[src/rtl/hex_display_scheduler.sv]
`default_nettype none
// ============================================================================
// Module      : hex_display_scheduler
// Description : Lets several requesters share the hex display data word.
//               Requesters write 16-bit slots into a shadow buffer through
//               valid/ready ports arbitrated round-robin. The shadow buffer is
//               copied to the live output only after a rising edge of vsync,
//               so a visible frame never shows a half-updated buffer.
// Ports       : clk        pixel clock, rising edge
//               reset      synchronous, active-high
//               req_valid  per-requester write request            [N]
//               req_addr   slot index, requester i at [i*A +: A]  [N*A]
//               req_data   slot data,  requester i at [i*W +: W]  [N*W]
//               req_ready  registered one-hot write accept        [N]
//               vsync      VGA vsync, active-high
//               data       live buffer to the hex decoder
//               commit     one-cycle pulse when data is updated
//               dirty      shadow holds writes not yet committed
// Revision    : 1.0 - initial release
// ============================================================================
module hex_display_scheduler #(
  parameter int C_data_len   = 256,
  parameter int C_word_bits  = 16,
  parameter int C_requesters = 4,
  parameter int C_addr_bits  = 4
) (
  input  logic                                clk,
  input  logic                                reset,
  input  logic [C_requesters-1:0]             req_valid,
  input  logic [C_requesters*C_addr_bits-1:0] req_addr,
  input  logic [C_requesters*C_word_bits-1:0] req_data,
  output logic [C_requesters-1:0]             req_ready,
  input  logic                                vsync,
  output logic [C_data_len-1:0]               data,
  output logic                                commit,
  output logic                                dirty
);

  localparam int PTR_W = (C_requesters > 1) ? $clog2(C_requesters) : 1;

  typedef enum logic [1:0] {
    IDLE   = 2'd0,
    GRANT  = 2'd1,
    COMMIT = 2'd2
  } state_t;

  state_t                state;
  logic [C_data_len-1:0] shadow;
  logic [PTR_W-1:0]      rr;
  logic                  vsync_q;

  logic                    vsync_edge;
  logic [C_requesters-1:0] hs_vec;
  logic [C_requesters-1:0] eligible;
  logic [C_requesters-1:0] grant_vec;
  logic                    hs;
  logic                    grant_found;
  logic [PTR_W-1:0]        hs_idx;
  logic [PTR_W-1:0]        rr_next;
  logic [PTR_W-1:0]        search_base;
  logic [PTR_W-1:0]        idx;
  logic [C_addr_bits-1:0]  hs_addr;
  logic [C_word_bits-1:0]  hs_data;

  assign vsync_edge = vsync & ~vsync_q;

  always_comb begin
    hs_vec      = req_valid & req_ready;
    hs          = |hs_vec;
    hs_idx      = '0;
    hs_addr     = '0;
    hs_data     = '0;
    for (int i = 0; i < C_requesters; i++) begin
      if (hs_vec[i]) begin
        hs_idx  = PTR_W'(i);
        hs_addr = req_addr[i*C_addr_bits +: C_addr_bits];
        hs_data = req_data[i*C_word_bits +: C_word_bits];
      end
    end
    rr_next = PTR_W'((int'(hs_idx) + 1) % C_requesters);

    // The search for the next grant already uses the pointer that this
    // cycle's handshake will leave behind, so back-to-back grants to
    // different ports are possible. A port whose ready is high is excluded:
    // either it is completing now or its valid has dropped.
    search_base = hs ? rr_next : rr;
    eligible    = req_valid & ~req_ready;
    grant_found = 1'b0;
    grant_vec   = '0;
    idx         = '0;
    for (int k = 0; k < C_requesters; k++) begin
      idx = PTR_W'((int'(search_base) + k) % C_requesters);
      if (!grant_found && eligible[idx]) begin
        grant_found    = 1'b1;
        grant_vec[idx] = 1'b1;
      end
    end
  end

  always_ff @(posedge clk) begin
    if (reset) begin
      state     <= IDLE;
      shadow    <= '0;
      data      <= '0;
      rr        <= '0;
      vsync_q   <= 1'b1;
      req_ready <= '0;
      commit    <= 1'b0;
      dirty     <= 1'b0;
    end else begin
      vsync_q <= vsync;
      commit  <= 1'b0;

      if (hs) begin
        shadow[int'(hs_addr)*C_word_bits +: C_word_bits] <= hs_data;
        dirty <= 1'b1;
        rr    <= rr_next;
      end

      if (state == COMMIT) begin
        // Ready is held low throughout COMMIT, so no write can race the copy
        // and clearing dirty here cannot lose a pending update.
        data      <= shadow;
        commit    <= 1'b1;
        dirty     <= 1'b0;
        req_ready <= '0;
        state     <= IDLE;
      end else if (vsync_edge && (dirty || hs)) begin
        // A write landing on the edge cycle is already in the shadow by the
        // time the copy happens in COMMIT.
        req_ready <= '0;
        state     <= COMMIT;
      end else begin
        req_ready <= grant_vec;
        state     <= grant_found ? GRANT : IDLE;
      end
    end
  end

endmodule
`default_nettype wire

[config.mk]
export PLATFORM = sky130hd
export DESIGN_NAME = hex_display_scheduler
export DESIGN_NICKNAME = d
export VERILOG_FILES = /design/src/rtl/hex_display_scheduler.sv
export SDC_FILE = /design/constraint.sdc
export NUM_CORES = 1
export LEC_CHECK = 0
export CAP_MARGIN = 40
export CORE_ASPECT_RATIO = 0.9
export CORE_MARGIN = 2
export CORE_UTILIZATION = 50
export DETAILED_ROUTE_END_ITERATION = 10
export GPL_TIMING_DRIVEN = 0
export HOLD_SLACK_MARGIN = 0.1
export PLACE_DENSITY = 0.86
export SETUP_SLACK_MARGIN = 0.1
export SKIP_CTS_REPAIR_TIMING = 1
export SLEW_MARGIN = 40
export SYNTH_ARGS = -nofsm -noshare
export SYNTH_HDL_FRONTEND = slang
export SYNTH_SLANG_ARGS = --single-unit
[constraint.sdc]
create_clock -name clk -period 6.5 [get_ports clk]
set_clock_uncertainty 0.1 [all_clocks]
set_input_delay 1.3 -clock clk [delete_from_list [all_inputs] [get_ports clk]]
set_output_delay 1.3 -clock clk [all_outputs]
set_load 0.01 [all_outputs]
==> results by group, run 1 <==
Outcome
  – Status: completed

CTS
  – Clock sinks: 523
  – Clk_lat worst skew: 0.59 ns
  – TritonCTS Buffers: 49
  – Clock slew at reported path FFs: 0.06 ns
  – CTS tree: done
  – Clk buf depth: 3
  – CTS Root Cell: clkbuf_16
  – Htree depth: 2

Floorplanning
  – Initial Utilization: 50.7%
  – Die Ht: 194 um
  – DIE AREA: 41700 sq um
  – I/O pin count: 349
  – Die W: 215 um
  – Core ar.: 39500 sq um
  – Rows: 69

Layout
  – Fill cell count: 3026
  – Area Overhead vs Synth: 30.4%
  – Share of layout cells above drive strength 1: 8.53%
  – Layout Cells excl Fill: 2972
  – Final net count: 2498

Place
  – DP Worst Slack: -0.883 ns
  – Cell total after placement: 2882
  – IO Port Bufs: 347
  – HPWL Detailed: 51900 um
  – GP Congestion: 0.939

Routing
  – Post-route ant nets: 0
  – DR vias: 18000
  – Via density: 6.07
  – Routed WL: 70200 um
  – First DRT Iteration DRCs: 2046
  – Residual DRC count: 0
  – DR pass1 iterations: 6
  – WL/cell: 23.6 um

Timing
  – Slew Limit Headroom: 36.8%
  – Final worst setup slack: 0.340 ns
  – RSZ-0062 raised after global routing: false
  – Worst-margin pin slew: 0.948 ns
  – FMAX: 162 MHz
  – Final count of hold timing violations: 0
  – Min cycle time layout: 6.16 ns
  – Setup violators final: 0
  – Slew Limit Fails: 0
  – Tcrit/Tclk final: 94.8%

Setup path
  – Data required, critical path: 6.92 ns
  – Crit. End Element: flip-flop
  – Startpoint class of the critical path: input port
  – R2R Path Start: req_ready[1]
  – Arrival @ worst endpoint: 6.58 ns
  – R2R Setup Slk: 1.26 ns
  – Critical Path Max Stage Delay: 0.55 ns
  – Worst-path maximum fanout: 10
  – FF-to-FF End: shadow[44]
  – Crit-path cells: clkdlybuf4s50_1 -> nand2_1 -> clkbuf_1 -> a311oi_1 -> nor2_2 -> inv_1 -> clkbuf_2 -> clkbuf_2 -> and3_1 -> ha_1 -> clkbuf_1 -> clkbuf_2 -> nand3_1 -> mux2i_2 -> clkbuf_1 -> nand3_1 -> mux2i_1
  – R2R depth: 16
  – CP bufs+invs: 8
  – Family with the most delay on the worst path: buffers and inverters
  – Crit path max-delay cell type: mux2i_2
  – Worst Setup Path Type: in -> reg

Yosys
  – Synth Register Bits: 523
  – Ys async rst share: 0%
  – Seq/Total Area, Yosys: 52.2%
  – Top cells by area, synth: dfxtp_1, a22o_1, mux2i_1
  – Syn avg cell area: 10.1 sq um
  – Syn. warnings: 0
  – Cells after Synth: 1981
  – Synthesized cell area: 20100 sq um
  – Post-synth top area cell: dfxtp_1
  – Syn nets: 2077
  – Post-synth EDFFs: 0
  – Ys flop type: dfxtp_1
  – Distinct cells, synth: 66
  – Yosys top cell area share: 52.2%

Min path
  – Hold endpoint: shadow[65]
  – Hold path depth: 2
  – Hold Crit Class: reg -> reg
  – Hold path start: shadow[65]

Global route
  – Number of antenna violations at the first check in global routing: 1
  – First-pass GRT wire length: 105000 um
  – Grt ovf: 0
  – Global Route Usage Sum: 32.5%
  – Vias in the first global route: 17600
  – Largest net degree at the start of global routing: 16

Power
  – PwrDens: 320 nW/um^2
  – Static Leak: 9.48 nW
  – Tot Pwr: 0.00837 W
  – Worst vdd ir: 0.222 mV

Flow run
  – Total of max-cap violations: 0
worst register-to-register path, cell delays in order, from the launching register on:
cell	delay (ns)
dfxtp_1	0.37
nand2_1	0.17
clkbuf_1	0.39
a311oi_1	0.20
nor2_2	0.37
inv_1	0.17
clkbuf_2	0.26
clkbuf_2	0.29
and3_1	0.21
ha_1	0.29
clkbuf_1	0.31
clkbuf_2	0.43
nand3_1	0.21
mux2i_2	0.55
clkbuf_1	0.54
nand3_1	0.16
mux2i_1	0.17
where the power goes:
group	internal, W	switching, W
clock network	0.00173	0.00125
registers	0.00323	0.0000153
logic	0.000539	0.00160
total	0.00550	0.00287
logic make-up after synthesis:
kind of cell	share of synthesized area, %
xor gates and xnor gates	0.0811
AOI/OAI and AO/OA	17.9
buffers and inverters	4.00
muxes	11.4
and+or+nand+nor	13.8
adders and majority gates	0.561
DFF	52.2
cell usage in the layout (no fill, tap or decap), drive strengths merged, types with 25 or more instances in the layout:
cell type,netlist,routed
dfxtp,523,523
nor2,30,30
o21ai,25,25
nand2,342,342
nor3,27,27
mux2i,228,228
nand3,131,131
a22o,273,273
clkdlybuf4s50,0,347
buf,39,60
clkbuf,142,211
cell usage after synthesis, types with 5 or more instances:
master / number
nor2_1: 30
a31oi_1: 6
inv_1: 12
and2_1: 7
and3_1: 21
buf_2: 12
nand2_1: 342
a311o_1: 17
nor3_1: 21
nor3_2: 6
o221ai_1: 21
o221a_2: 15
nand3b_1: 10
o31a_1: 5
mux2i_1: 228
o21ai_0: 24
or4_1: 6
buf_1: 13
nand3_1: 131
a22o_1: 273
clkbuf_1: 140
dfxtp_1: 523
a21oi_1: 23
ha_1: 9
nand2b_1: 8
buf_4: 12
metal layers:
layer  global-route usage [%]  wire, um
met1                     42.4     28300
met2                     51.0     31100
met3                     6.75      7050
met4                     16.4      3760
met5                        0         0
worst max path at each step:
stage                  from         end  slack [ns]  cells after the start
2_1_floorplan  req_valid[2]  shadow[10]        1.42                     16
3_3_place_gp   req_valid[1]  shadow[45]       -0.38                     17
4_1_cts        req_valid[1]  shadow[44]       -0.25                     17
3_5_place_dp   req_valid[1]  shadow[46]       -0.88                     17
5_1_grt        req_valid[1]  shadow[46]        0.12                     17
6_report       req_valid[1]  shadow[44]        0.34                     17
flip-flops by register name (all words and copies together), names as in the netlist:
signal	flops
dirty	1
req_ready	4
rr	2
state	2
vsync_q	1
data	256
shadow	256
commit	1
final cells by class:
class                           instances  area [sq um]  share of cell area (%)
Antenna cell                            1          2.50                 0.00957
Buffer                                181           764                    2.92
Clock buffer                           67          1380                    5.29
Clock inverter                         21           279                    1.07
Inverter                               12          45.0                   0.172
Multi-Input combinational cell       1265          8930                    34.1
Sequential cell                       523         10500                    40.0
Tap cell                              532           666                    2.54
Timing Repair Buffer                  370          3620                    13.8
stage by stage:
stage	setup TNS (ns)	hold slack, ns	util, %	area (sq um)
final	0	0.355	66.2	26200
after global routing	0	0.373	66.2	26200
after CTS	-5.65	0.358	66.1	26100
after detailed placement	-104.14	0.348	61.9	24500
after global placement	-23.23	0.341	61.2	24200
after floorplan	0	0.334	-	20100
Power figures use the tool's default switching activity.
==> inputs of run 2 (changes only) <==
--- a/config.mk
+++ b/config.mk
@@ -12,6 +12,7 @@
 export DETAILED_ROUTE_END_ITERATION = 10
 export GPL_TIMING_DRIVEN = 0
 export HOLD_SLACK_MARGIN = 0.1
+export MAX_ROUTING_LAYER = met4
 export PLACE_DENSITY = 0.86
 export SETUP_SLACK_MARGIN = 0.1
 export SKIP_CTS_REPAIR_TIMING = 1
==> run 2 against run 1 <==
Against the previous run: cell area fell by 0.20%; sequential power barely moved; flip-flop and latch count did not move; largest power group unchanged; total power fell by 1.3%; utilization is 0.13 points lower; clock-buffer cell count rose by 2.
==> results by group, run 2 (synthesis results as in run 1) <==
Timing
  – Slew Limit Fails: 0
  – Sum Neg Setup Slack: 0 ns
  – FMAX: 167 MHz
  – Tcrit/Tclk final: 91.9%
  – Setup violators final: 0
  – Slew Limit Headroom: 41.6%
  – RSZ-0062 raised after global routing: false
  – Min cycle time layout: 5.97 ns
  – Worst-margin pin slew: 0.863 ns
  – Final count of hold timing violations: 0

Place
  – Placed cell areas: 24500 sq um
  – HPWL Detailed: 52000 um
  – Cell total after placement: 2883
  – IO Port Bufs: 347
  – GP Congestion: 0.942

Setup path
  – Setup crit end: shadow[198]
  – R2R depth: 17
  – FF-to-FF End: shadow[198]
  – Family with the most delay on the worst path: buffers and inverters
  – R2R Setup Slk: 1.34 ns
  – Critical path launch point: req_valid[3]
  – Crit path max-delay cell type: mux2i_2
  – Arrival @ worst endpoint: 6.36 ns
  – CP bufs+invs: 9
  – Crit-path cells: clkdlybuf4s50_1 -> buf_4 -> and2_1 -> clkbuf_1 -> o31ai_1 -> nor2_2 -> inv_1 -> clkbuf_2 -> clkbuf_2 -> and3_1 -> ha_1 -> clkbuf_1 -> clkbuf_2 -> or3_1 -> mux2i_2 -> clkbuf_1 -> nand3_1 -> mux2i_1
  – R2R Path Start: req_ready[3]
  – Worst Setup Path Type: in -> reg
  – Data required, critical path: 6.89 ns
  – Critical Path Max Stage Delay: 0.59 ns
  – Worst path depth: 18
  – Worst-path maximum fanout: 10
  – Crit. End Element: flip-flop
  – Startpoint class of the critical path: input port

Layout
  – Final net count: 2501
  – Area Overhead vs Synth: 30.2%
  – Layout Cells excl Fill: 2972
  – Final instance area: 26100 sq um
  – # diodes: 0
  – Fill cell count: 3050
  – Most frequent cells in the layout: dfxtp_1, clkdlybuf4s50_1, nand2_1, a22o_1, mux2i_1
  – Share of layout cells above drive strength 1: 8.73%
  – Top Registers: data: 256 flops, shadow: 256 flops, req_ready: 4 flops
  – Most common cell after layout, fill and taps aside: dfxtp_1

Floorplanning
  – Rows: 69
  – DIE AREA: 41700 sq um
  – Core ar.: 39500 sq um
  – I/O pin count: 349
  – Die Ht: 194 um
  – Die W: 215 um
  – Initial Utilization: 50.7%

Routing
  – DR pass1 iterations: 6
  – DR vias: 18100
  – Routed WL: 70800 um
  – Residual DRC count: 0
  – Post-route ant nets: 0
  – First DRT Iteration DRCs: 2144
  – WL/cell: 23.8 um
  – Via density: 6.09

CTS
  – Clock slew at reported path FFs: 0.06 ns
  – Clk buf depth: 3
  – CTS tree: done
  – Htree depth: 2
  – Clk_lat worst skew: 0.58 ns
  – TritonCTS Buffers: 49
  – Clock sinks: 523
  – CTS Root Cell: clkbuf_16

Global route
  – Vias in the first global route: 17500
  – First-pass GRT wire length: 106000 um
  – Global Route Usage Sum: 33.8%
  – Grt ovf: 0
  – Largest net degree at the start of global routing: 16
  – Number of antenna violations at the first check in global routing: 0

Outcome
  – Status: completed

Power
  – Worst vdd ir: 0.190 mV
  – Static Leak: 9.47 nW
  – PwrDens: 316 nW/um^2

Flow run
  – Total of max-cap violations: 0

Min path
  – Hold Crit Class: reg -> reg
run 2: cell types whose count changed in the layout (fill, tap and decap cells not counted), moves of 2 or more:
cell,delta
bufinv_16,-4
clkbuf_16,+2
buf_4,+4
clkbuf_2,+4
clkbuf_1,-3
run 2: layout make-up:
type / count / area, sq um / share of cell area [%]
Timing Repair Buffer: 373 / 3650 / 14.0
Buffer: 181 / 769 / 2.95
Clock inverter: 17 / 158 / 0.604
Multi-Input combinational cell: 1265 / 8930 / 34.2
Sequential cell: 523 / 10500 / 40.1
Tap cell: 532 / 666 / 2.55
Clock buffer: 69 / 1420 / 5.45
Inverter: 12 / 45.0 / 0.173
run 2: per-stage QoR:
step / util, % / total power, W / hold slack [ns] / setup WS [ns]
floorplan: - / 0.00458 / 0.334 / 1.42
global placement: 61.2 / 0.00524 / 0.341 / -0.400
detailed placement: 61.9 / 0.00534 / 0.348 / -0.820
CTS: 65.9 / 0.00814 / 0.357 / -0.302
global route: 66.0 / 0.00850 / 0.368 / 0.221
finish: 66.0 / 0.00826 / 0.356 / 0.529
run 2: per-layer routing:
layer | track usage, % | vias to the layer above | wire length [um]
met5 | - | - | 0
met4 | 14.9 | 0 | 3270
met3 | 4.96 | 204 | 6350
met2 | 52.7 | 1039 | 32200
met1 | 43.8 | 8799 | 29000
li1 | - | 8048 | -
run 2: worst register-to-register path: stages (launching register included):
cell and delay, ns:
dfxtp_1 0.35, clkbuf_2 0.22, and2_1 0.15, clkbuf_1 0.32, o31ai_1 0.13, nor2_2 0.31, inv_1 0.17, clkbuf_2 0.26
clkbuf_2 0.28, and3_1 0.21, ha_1 0.28, clkbuf_1 0.22, clkbuf_2 0.34, or3_1 0.39, mux2i_2 0.60, clkbuf_1 0.42
nand3_1 0.15, mux2i_1 0.19
run 2: worst min-delay path by stage:
stage / from / endpoint / slack, ns / cells after the start
floorplan: shadow[100] / shadow[100] / 0.33 / 2
global placement: shadow[35] / shadow[35] / 0.34 / 2
detailed placement: shadow[33] / shadow[33] / 0.35 / 2
CTS: shadow[237] / shadow[237] / 0.36 / 2
global route: shadow[134] / shadow[134] / 0.37 / 2
finish: shadow[237] / shadow[237] / 0.36 / 2
run 2: where the power goes:
| part | switching, W | total (W) | internal, W |
|---|---|---|---|
| logic | 0.00161 | 0.00216 | 0.000550 |
| clock network | 0.00125 | 0.00286 | 0.00161 |
| registers | 0.0000158 | 0.00324 | 0.00323 |
==> inputs of run 3 (changes only) <==
--- a/config.mk
+++ b/config.mk
@@ -10,10 +10,11 @@
 export CORE_MARGIN = 2
 export CORE_UTILIZATION = 50
 export DETAILED_ROUTE_END_ITERATION = 10
+export DONT_BUFFER_PORTS = 1
 export GPL_TIMING_DRIVEN = 0
 export HOLD_SLACK_MARGIN = 0.1
 export MAX_ROUTING_LAYER = met4
-export PLACE_DENSITY = 0.86
+export PLACE_DENSITY = 0.75
 export SETUP_SLACK_MARGIN = 0.1
 export SKIP_CTS_REPAIR_TIMING = 1
 export SLEW_MARGIN = 40
==> run 3 against run 2 <==
Against the previous run: non-clock buffer count is 346 lower; worst hold slack about the same; cell area down 13%; largest cell class unchanged; highest routed layer unchanged.
==> results by group, run 3 (synthesis results as in run 1) <==
Flow run
  – Total of max-cap violations: 0

Routing
  – DR pass1 iterations: 5
  – Routed WL: 67600 um
  – DR vias: 16200
  – First DRT Iteration DRCs: 1737
  – Residual DRC count: 0
  – Post-route ant nets: 0
  – Via density: 6.16
  – WL/cell: 25.7 um

Place
  – Placed cell areas: 21100 sq um
  – GP Congestion: 0.943
  – HPWL Detailed: 50300 um
  – IO Port Bufs: 0

Floorplanning
  – Core ar.: 39500 sq um
  – Die Ht: 194 um
  – Die W: 215 um
  – Rows: 69
  – DIE AREA: 41700 sq um
  – I/O pin count: 349
  – Initial Utilization: 50.7%

CTS
  – Htree depth: 2
  – CTS Root Cell: clkbuf_16
  – Clk_lat worst skew: 0.61 ns
  – TritonCTS Buffers: 51
  – Clk buf depth: 3
  – Clock sinks: 523
  – CTS tree: done
  – Clock slew at reported path FFs: 0.06 ns

Timing
  – Setup violators final: 0
  – RSZ-0062 raised after global routing: false
  – Min cycle time layout: 5.92 ns
  – Tcrit/Tclk final: 91.0%
  – Worst-margin pin slew: 0.879 ns
  – Slew Limit Fails: 0
  – Slew Limit Headroom: 40.9%
  – Final count of hold timing violations: 0
  – FMAX: 169 MHz

Layout
  – Area of the multi-input gates: 8950 sq um
  – Most common cell after layout, fill and taps aside: dfxtp_1
  – Area taken by flip-flops and latches: 10500 sq um
  – Top Registers: data: 256 flops, shadow: 256 flops, req_ready: 4 flops
  – Most frequent cells in the layout: dfxtp_1, nand2_1, a22o_1, mux2i_1, clkbuf_1
  – Fill cell count: 3433
  – Final net count: 2157
  – Share of layout cells above drive strength 1: 10.3%
  – Final instance area: 22800 sq um
  – Area Overhead vs Synth: 13.5%

Global route
  – Vias in the first global route: 15700
  – Number of antenna violations at the first check in global routing: 4
  – Grt ovf: 0
  – Global Route Usage Sum: 32.4%
  – First-pass GRT wire length: 100000 um
  – Largest net degree at the start of global routing: 15

Setup path
  – Crit. End Element: flip-flop
  – Startpoint class of the critical path: input port
  – Worst Setup Path Type: in -> reg
  – R2R Setup Slk: 0.85 ns
  – Data required, critical path: 6.94 ns
  – Arrival @ worst endpoint: 6.35 ns
  – Worst-path maximum fanout: 10

Power
  – PwrDens: 362 nW/um^2
  – Tot Pwr: 0.00825 W
  – Worst vdd ir: 0.219 mV
  – Static Leak: 8.29 nW

Min path
  – Hold Crit Class: reg -> reg

Outcome
  – Status: completed
run 3: cell types whose count changed in the layout (fill, tap and decap cells not counted), sizes merged:
cell           before  now
diode               0    4
bufinv              2    1
buf                63   65
clkbuf            213  218
clkinvlp            3    2
clkdlybuf4s50     347    0
inv                15   16
run 3: routing by layer:
layer  global-route usage (%)  share of wire [%]
met5                        -                  0
met1                     40.6                 42
met2                     50.0                 45
met3                     8.69                9.2
met4                     12.1                3.9
run 3: power by group:
group,internal [W],total [W],switching [W]
Combinational,0.000471,0.00204,0.00157
Clock,0.00167,0.00296,0.00129
Sequential,0.00323,0.00325,0.0000229
Total,0.00537,0.00825,0.00288
run 3: metrics by stage:
stage	utilization [%]	setup slack (ns)	cells	hold slack, ns	setup TNS, ns
3_3_place_gp	52.4	0.252	2513	0.342	0
6_report	57.6	0.584	2635	0.356	0
4_1_cts	57.5	0.433	2631	0.349	0
2_1_floorplan	-	1.42	1981	0.334	0
3_5_place_dp	53.3	-0.179	2540	0.348	-1.35
5_1_grt	57.6	0.198	2635	0.376	0
run 3: worst paths after layout:
| path | from | endpoint | cells after the start |
|---|---|---|---|
| setup / recovery | req_valid[2] | shadow[141] | 17 |
| hold / removal | shadow[234] | shadow[234] | 2 |
| setup reg to reg | req_ready[3] | shadow[141] | 17 |
| hold reg to reg | shadow[234] | shadow[234] | 2 |
run 3: area by class of cell:
| type | instances | share of cell area [%] |
|---|---|---|
| flip-flops and latches | 523 | 46.0 |
| multi-input cells | 1265 | 39.3 |
| well taps | 532 | 2.92 |
| diodes | 4 | 0.0440 |
| clock inverters | 16 | 0.720 |
| clock buffers | 75 | 6.67 |
| repair buffers | 27 | 0.813 |
| inverters | 12 | 0.198 |
| plain buffers | 181 | 3.35 |
run 3: worst max-delay path, cell delays in order:
cell and delay (ns):
buf_2 0.16, a22o_1 0.24, buf_2 0.19, a311oi_1 0.22
nor2_1 0.20, inv_1 0.18, clkbuf_1 0.49, buf_1 0.55
and3_1 0.25, ha_1 0.13, clkbuf_1 0.34, clkbuf_2 0.41
nand3b_1 0.16, o211ai_1 0.64, clkbuf_1 0.49, nand3_1 0.21
mux2i_1 0.17
